$ cat config.mk
export PLATFORM = sky130hd
export DESIGN_NAME = uart_cmd_queue
export DESIGN_NICKNAME = d
export VERILOG_FILES = /design/src/rtl/uart_cmd_queue.sv
export SDC_FILE = /design/constraint.sdc
export NUM_CORES = 1
export LEC_CHECK = 0
export ABC_AREA = 1
export CORE_ASPECT_RATIO = 0.8
export CORE_MARGIN = 3
export CORE_UTILIZATION = 60
export DETAILED_ROUTE_END_ITERATION = 6
export PLACE_DENSITY = 0.83
export SLEW_MARGIN = 20
export SYNTH_ARGS = -nofsm -noshare
export SYNTH_HDL_FRONTEND = slang
export SYNTH_SLANG_ARGS = --single-unit
export TNS_END_PERCENT = 10
$ cat constraint.sdc
create_clock -name clk -period 3.5 [get_ports clk]
set_input_delay 0.35 -clock clk [delete_from_list [all_inputs] [get_ports clk]]
set_output_delay 0.35 -clock clk [all_outputs]
set_load 0.02 [all_outputs]
$ cat src/rtl/uart_cmd_queue.sv
// uart_cmd_queue: 16-bit command FIFO feeding a UART transmitter through an issue/retry/gap FSM.
// Define UART_CMDQ_OVF_CNT_EN to add ovf_cnt, a saturating count of dropped writes.
module uart_cmd_queue #(
  parameter int DEPTH      = 8,
  parameter int GAP_CYCLES = 2
) (
  input  logic                     clk,
  input  logic                     rst,
  input  logic                     wr_en,
  input  logic [15:0]              wr_data,
  output logic                     full,
  output logic                     empty,
  output logic [$clog2(DEPTH):0]   level,
  output logic                     ovf,
  output logic [15:0]              cmd_out,
  output logic                     cmd_vld,
  input  logic                     cmd_rdy,
  output logic                     busy
`ifdef UART_CMDQ_OVF_CNT_EN
  ,
  output logic [7:0]               ovf_cnt
`endif
);

  localparam int AW = $clog2(DEPTH);
  localparam int LW = AW + 1;

  localparam logic [2:0] IDLE      = 3'd0;
  localparam logic [2:0] ISSUE     = 3'd1;
  localparam logic [2:0] WAIT_BUSY = 3'd2;
  localparam logic [2:0] WAIT_DONE = 3'd3;
  localparam logic [2:0] GAP       = 3'd4;

  localparam logic [LW-1:0] FULL_LEVEL = LW'(DEPTH);
  localparam logic [7:0]    GAP_LAST   = (GAP_CYCLES > 0) ? 8'(GAP_CYCLES - 1) : 8'd0;
  localparam logic [1:0]    RETRY_LAST = 2'd3;

  logic [15:0]   mem [DEPTH];
  logic [AW-1:0] wr_ptr;
  logic [AW-1:0] rd_ptr;
  logic [LW-1:0] level_nxt;
  logic [2:0]    state;
  logic [2:0]    state_nxt;
  logic [7:0]    gap_cnt;
  logic [1:0]    retry_cnt;
  logic          push;
  logic          pop;
  logic          drop;

  assign push = wr_en && !full;
  assign drop = wr_en && full;
  assign pop  = (state == IDLE) && !empty && cmd_rdy;

  always_comb begin
    level_nxt = level;
    if (push && !pop)      level_nxt = level + LW'(1);
    else if (pop && !push) level_nxt = level - LW'(1);
  end

  always_ff @(posedge clk) begin
    if (push) mem[wr_ptr] <= wr_data;
  end

  always_ff @(posedge clk or posedge rst) begin
    if (rst) begin
      wr_ptr <= '0;
      rd_ptr <= '0;
      level  <= '0;
      full   <= 1'b0;
      empty  <= 1'b1;
      ovf    <= 1'b0;
    end else begin
      if (push) wr_ptr <= wr_ptr + AW'(1);
      if (pop)  rd_ptr <= rd_ptr + AW'(1);
      level <= level_nxt;
      full  <= (level_nxt == FULL_LEVEL);
      empty <= (level_nxt == '0);
      ovf   <= drop;
    end
  end

  // A transmitter that never drops cmd_rdy after a strobe gets the same command re-strobed.
  always_comb begin
    state_nxt = state;
    case (state)
      IDLE:      if (!empty && cmd_rdy) state_nxt = ISSUE;
      ISSUE:     state_nxt = WAIT_BUSY;
      WAIT_BUSY: begin
        if (!cmd_rdy)                      state_nxt = WAIT_DONE;
        else if (retry_cnt == RETRY_LAST)  state_nxt = ISSUE;
      end
      WAIT_DONE: if (cmd_rdy) state_nxt = (GAP_CYCLES == 0) ? IDLE : GAP;
      GAP:       if (gap_cnt == GAP_LAST) state_nxt = IDLE;
      default:   state_nxt = IDLE;
    endcase
  end

  always_ff @(posedge clk or posedge rst) begin
    if (rst) begin
      state     <= IDLE;
      busy      <= 1'b0;
      cmd_vld   <= 1'b0;
      cmd_out   <= 16'h0000;
      gap_cnt   <= 8'd0;
      retry_cnt <= 2'd0;
    end else begin
      state   <= state_nxt;
      busy    <= (state_nxt != IDLE);
      cmd_vld <= (state == ISSUE);
      if (pop) cmd_out <= mem[rd_ptr];
      gap_cnt <= (state == GAP) ? gap_cnt + 8'd1 : 8'd0;
      if ((state == WAIT_BUSY) && cmd_rdy && (retry_cnt != RETRY_LAST))
        retry_cnt <= retry_cnt + 2'd1;
      else
        retry_cnt <= 2'd0;
    end
  end

`ifdef UART_CMDQ_OVF_CNT_EN
  always_ff @(posedge clk or posedge rst) begin
    if (rst)                          ovf_cnt <= 8'd0;
    else if (drop && ovf_cnt != 8'hFF) ovf_cnt <= ovf_cnt + 8'd1;
  end
`endif

endmodule

==> metrics.yaml, run 1 <==
status: "finished clean"
wl_um: 14200
clkTransAtPathRegs_ns: 0.06
cts_hold_buf: 0
r2r-start: "full$_DFF_PP0_"
syn2layout_area_growth_pct: 15.5
ys_ff_latch: 172
clockBufferDepth: 2
gp_congestion: 0.831
wl_per_cell_um: 18.4
critical_path_class: "register to register"
die_w_um: 127
p_total_uw: 6850
post_cts_buffers: 0
clock_latency_ns: 0.42
r2r-end: "mem[7][5]$_DFFE_PP_"
dp_hpwl_um: 8310
firstDrtPassIters: 5
relSlewSlack: 0.275
cp-end-kind: "register"
cts_made_buffers: 17
synth_top_cell_by_area: "edfxtp_1"
switching_share: 0.353
maxCapViolCount: 0
antenna_found_initial: 0
layout-drive-gt1-share: 0.0935
fin_tns_setup_ns: 0
reg2reg_depth: 6
cts_sinks: 172
fmax_mhz: 457
rows: 34
dpl.cell_count: 744
syn_area_per_cell_um2: 12.2
yosys-top-cells-area: "edfxtp_1 55%, dfrtp_1 15%, nor2_1 5.8%, o21ai_0 4.0%, nand2_1 3.7%"
power.leakage_uw: 0.00297
period_share: 0.625
yosys_most_used_dff: "edfxtp_1"
ys_top_cells_by_count: "128 x edfxtp_1, 108 x nor2_1, 69 x nand2_1"
clock_skew_ns: 0.00971
viasPerCell: 5.82
setup_viol: 0
fin_nets: 646
yosysTopAreaCellShare: 0.551
synthArstFlopShare: 0.256
die_y_um: 102
grt_pass1_vias: 4454
root_buffer: "clkbuf_16"
slowest_delay_ns: 0.63
port_buffers: 44
reg2reg_slack_ns: 1.31
crit_required_ns: 3.62
hold_start: "retry_cnt[0]$_DFF_PP0_"
peakVddDrop_mv: 0.569
rsz0062_at_grt: "false"
ctsResizeCount: 0
yosysMostFrequentCell: "edfxtp_1"
p_comb_frac: 0.323
cts-htree-levels: 4
seqPwrFrac: 0.419
synthesis.nets: 600
ys_seq_area_frac: 0.710
crit_slowest_cell: "nor2_1"
worstMarginPinSlew_ns: 1.09
initial_core_util: 0.628
whs_path_depth: 1
grt_max_degree: 66
critPathMaxFanout: 9
hp-class: "register to register"
track_usage: 0.234
syn_inst: 573
grt_pass1_wl_um: 22700
whs_endpoint: "retry_cnt[0]$_DFF_PP0_"
vias: 4511
p_int_uw: 4430
ys_warn_count: 0
dieArea_um2: 13000
min_period_ns: 2.19
grt.overflow.total: 0
power.switching_uw: 2420
antenna_left: 0
diodes: 0
coreArea_um2: 11100
cp.arrival_ns: 2.31
start_kind: "register"
synth_cell_types: 29
power.density_nw_per_um2: 851
maxSlewViolCount: 0
pwr-share-clk: 0.258
hold_viol_final: 0
synth-edff-count: 128
io_pins: 45
post_layout_nonfiller_instances: 775
drcViolationCount: 0
drt-initial-drc-count: 433
critical_path.cell_chain: "inv_2 > nand2_1 > inv_2 > nand2_1 > nor2_1 > buf_4"
cts_tree: "yes"
syn_area_um2: 6970
[worst max-delay path by stage]
stage | start | end | slack (ns) | depth (start not counted)
5_1_grt | full$_DFF_PP0_ | mem[7][3]$_DFFE_PP_ | 1.20 | 6
6_report | full$_DFF_PP0_ | mem[7][5]$_DFFE_PP_ | 1.31 | 6
3_3_place_gp | wr_en | mem[7][1]$_DFFE_PP_ | 1.02 | 6
2_1_floorplan | full$_DFF_PP0_ | mem[4][0]$_DFFE_PP_ | 1.41 | 4
3_5_place_dp | wr_en | mem[7][10]$_DFFE_PP_ | 0.96 | 6
4_1_cts | full$_DFF_PP0_ | mem[7][10]$_DFFE_PP_ | 1.35 | 6
[placed cells by master (no fill, tap or decap), types with 2 or more instances in the layout]
cell               n
clkinv_1           2
o22ai_1           16
inv_2              6
inv_6              2
buf_4             11
a21oi_1            3
clkbuf_1           2
inv_1             21
nor2_1           108
nand3_2            2
xnor2_1            2
ha_1               7
xor2_1             3
nor2_4             4
o21ai_1           15
nor3b_1            2
nand3_1           11
dfrtp_1           42
bufinv_16          2
nand2_2            4
o21ai_0           56
nand4_1            2
edfxtp_1         128
clkdlybuf4s50_1   44
nor3_1             7
clkinvlp_4         3
clkbuf_16         17
clkinv_2           3
nand2_1           69
o211ai_1          32
[power by group through the flow]
| stage | combinational [uW] | clock (uW) | sequential [uW] |
|---|---|---|---|
| CTS | 2210 | 1790 | 2870 |
| global placement | 2090 | 0 | 2880 |
| detailed placement | 2170 | 0 | 2910 |
| finish | 2210 | 1770 | 2870 |
| floorplan | 1440 | 0 | 2980 |
| global route | 2430 | 1880 | 2920 |
[cell families after synthesis]
logic type / Yosys count / synth area share
compound gates: 124 / 0.105
xor+xnor: 5 / 0.00628
fa+ha+maj: 7 / 0.0126
buf+inv: 55 / 0.0406
flops: 172 / 0.710
simple gates: 210 / 0.126
[cell type report]
type,count,area (um2)
clock inverters,12,123
fillers,688,3050
clock buffers,19,433
multi-input cells,346,1740
flip-flops and latches,172,4950
inverters,27,101
repair buffers,55,523
well taps,144,180
[flip-flops by register name, indices dropped and copies added, names as in the netlist]
| signal | count |
|---|---|
| full | 1 |
| mem | 128 |
| ovf | 1 |
| gap_cnt | 8 |
| empty | 1 |
| retry_cnt | 2 |
| busy | 1 |
| state | 3 |
| rd_ptr | 3 |
| cmd_vld | 1 |
| level | 4 |
| cmd_out | 16 |
| wr_ptr | 3 |
[routing by layer]
metal / wire length (um) / part of all wire / track usage / up-vias
met5: 0 / 0 / 0 / -
met4: 207 / 0.015 / 0.0783 / 0
met3: 1020 / 0.072 / 0.0711 / 27
met2: 7160 / 0.50 / 0.391 / 179
met1: 5830 / 0.41 / 0.297 / 2185
li1: - / - / - / 2120
[metrics by stage]
stage	hold WS, ns	util	cell area, um2	worst slack [ns]
2_1_floorplan	0.408	-	6970	1.41
3_3_place_gp	0.421	0.675	7490	1.02
3_5_place_dp	0.437	0.675	7490	0.957
4_1_cts	0.445	0.725	8050	1.35
5_1_grt	0.482	0.725	8050	1.20
6_report	0.439	0.725	8050	1.31
[worst max-delay path, delay by kind of cell, from the launching register on]
kind / cells / cell delay [ns]
flops: 1 / 0.41
simple gates: 3 / 0.92
buf+inv: 3 / 0.56
No activity file was read; power rests on OpenSTA's default activity.
==> run 2: changes to the inputs <==
- CORE_UTILIZATION: 60 -> 59
- PLACE_DENSITY: 0.83 -> 0.82
- clock period: 3.5 -> 2.3 ns (I/O delays scaled with it)
==> metrics.yaml, run 2 (synthesis gave the netlist of run 1 again) <==
status: "finished clean"
reg2reg_depth: 6
r2r-end: "cmd_out[1]$_DFFE_PP0P_"
io_pins: 45
peakVddDrop_mv: 0.620
dpl.cell_count: 756
slowest_delay_ns: 0.63
layout-drive-gt1-share: 0.112
die_w_um: 128
syn2layout_area_growth_pct: 17.7
antenna_left: 0
top_regs: "mem: 128 flops, cmd_out: 16 flops, gap_cnt: 8 flops"
clockBufferDepth: 2
dp_hpwl_um: 9970
cp-end-kind: "output port"
wl_um: 15400
wl_per_cell_um: 19.5
rsz0062_at_grt: "false"
port_buffers: 44
place_area_um2: 7610
gp_congestion: 0.831
dr.max_layer_used: "met4"
fin_nets: 658
cts_sinks: 172
initial_core_util: 0.623
track_usage: 0.247
clock_latency_ns: 0.42
vias: 4674
diodes: 0
antenna_found_initial: 0
top_register: "mem"
critical_path_depth: 1
relSlewSlack: 0.601
crit_required_ns: 2.07
critical_path.cell_chain: "clkdlybuf4s50_1"
cts-htree-levels: 4
r2r-start: "rd_ptr[1]$_DFFE_PP0P_"
viasPerCell: 5.93
holdWs_ns: 0.149
setup_viol: 0
min_period_ns: 1.87
post_cts_buffers: 0
cts_tree: "yes"
largest_reg_flops: 128
grt_pass1_vias: 4472
start_kind: "register"
rows: 34
fmax_mhz: 534
crit_buf_inv: 1
period_share: 0.814
hp-class: "input port to asynchronous set/reset pin"
path_delay_family: "buffers and inverters"
cts_hold_buf: 0
coreArea_um2: 11200
final_cell_mix: "128 x edfxtp_1, 108 x nor2_1, 69 x nand2_1"
clkTransAtPathRegs_ns: 0.06
drt-initial-drc-count: 447
hold_viol_final: 0
met3_length_um: 1260
worstMarginPinSlew_ns: 0.597
wl_met2_um: 7460
critPathMaxFanout: 4
critical_path_class: "register to output port"
firstDrtPassIters: 5
ctsResizeCount: 0
fin_tns_setup_ns: 0
drcViolationCount: 0
wl_met1_um: 6380
post_layout_nonfiller_instances: 788
die_y_um: 103
power.leakage_uw: 0.00306
cp.arrival_ns: 1.64
cts_made_buffers: 17
grt_max_degree: 66
maxCapViolCount: 0
power.density_nw_per_um2: 1320
crit_slowest_cell: "clkdlybuf4s50_1"
root_buffer: "clkbuf_16"
layout_commonest_cell: "edfxtp_1"
maxSlewViolCount: 0
stdcell_area_um2: 8210
reg2reg_slack_ns: 0.43
clock_skew_ns: 0.00966
dieArea_um2: 13200
grt.overflow.total: 0
grt_pass1_wl_um: 24200
==> run 2: stage by stage <==
step,power [uW],setup slack (ns),utilization
detailed placement,7930,0.291,0.680
finish,10800,0.428,0.733
CTS,10800,0.420,0.733
global route,11400,0.366,0.733
global placement,7770,0.317,0.680
floorplan,6710,0.214,-
==> run 2: layout make-up <==
cell class,instances,area [um2]
Sequential cell,172,4950
Clock buffer,17,425
Clock inverter,15,173
Inverter,27,101
Tap cell,144,180
Multi-Input combinational cell,346,1740
Fill cell,692,2980
Timing Repair Buffer,67,638
==> run 2: routing by layer <==
layer,track usage,vias up
met5,0,-
met4,0.0874,0
met3,0.0678,24
met2,0.402,247
met1,0.327,2255
li1,-,2148
==> run 2: report_power, final <==
part | total (uW) | switching (uW) | internal (uW)
Clock | 2870 | 1170 | 1710
Sequential | 4290 | 300 | 3990
Combinational | 3650 | 2360 | 1290
Total | 10800 | 3830 | 6980
==> run 2: worst max path at each step <==
stage / startpoint / to / slack [ns]
detailed placement: wr_en / mem[0][5]$_DFFE_PP_ / 0.29
finish: empty$_DFF_PP1_ / empty / 0.43
CTS: empty$_DFF_PP1_ / empty / 0.42
global route: rd_ptr[1]$_DFFE_PP0P_ / cmd_out[1]$_DFFE_PP0P_ / 0.37
floorplan: full$_DFF_PP0_ / mem[4][0]$_DFFE_PP_ / 0.21
global placement: wr_en / mem[6][9]$_DFFE_PP_ / 0.32
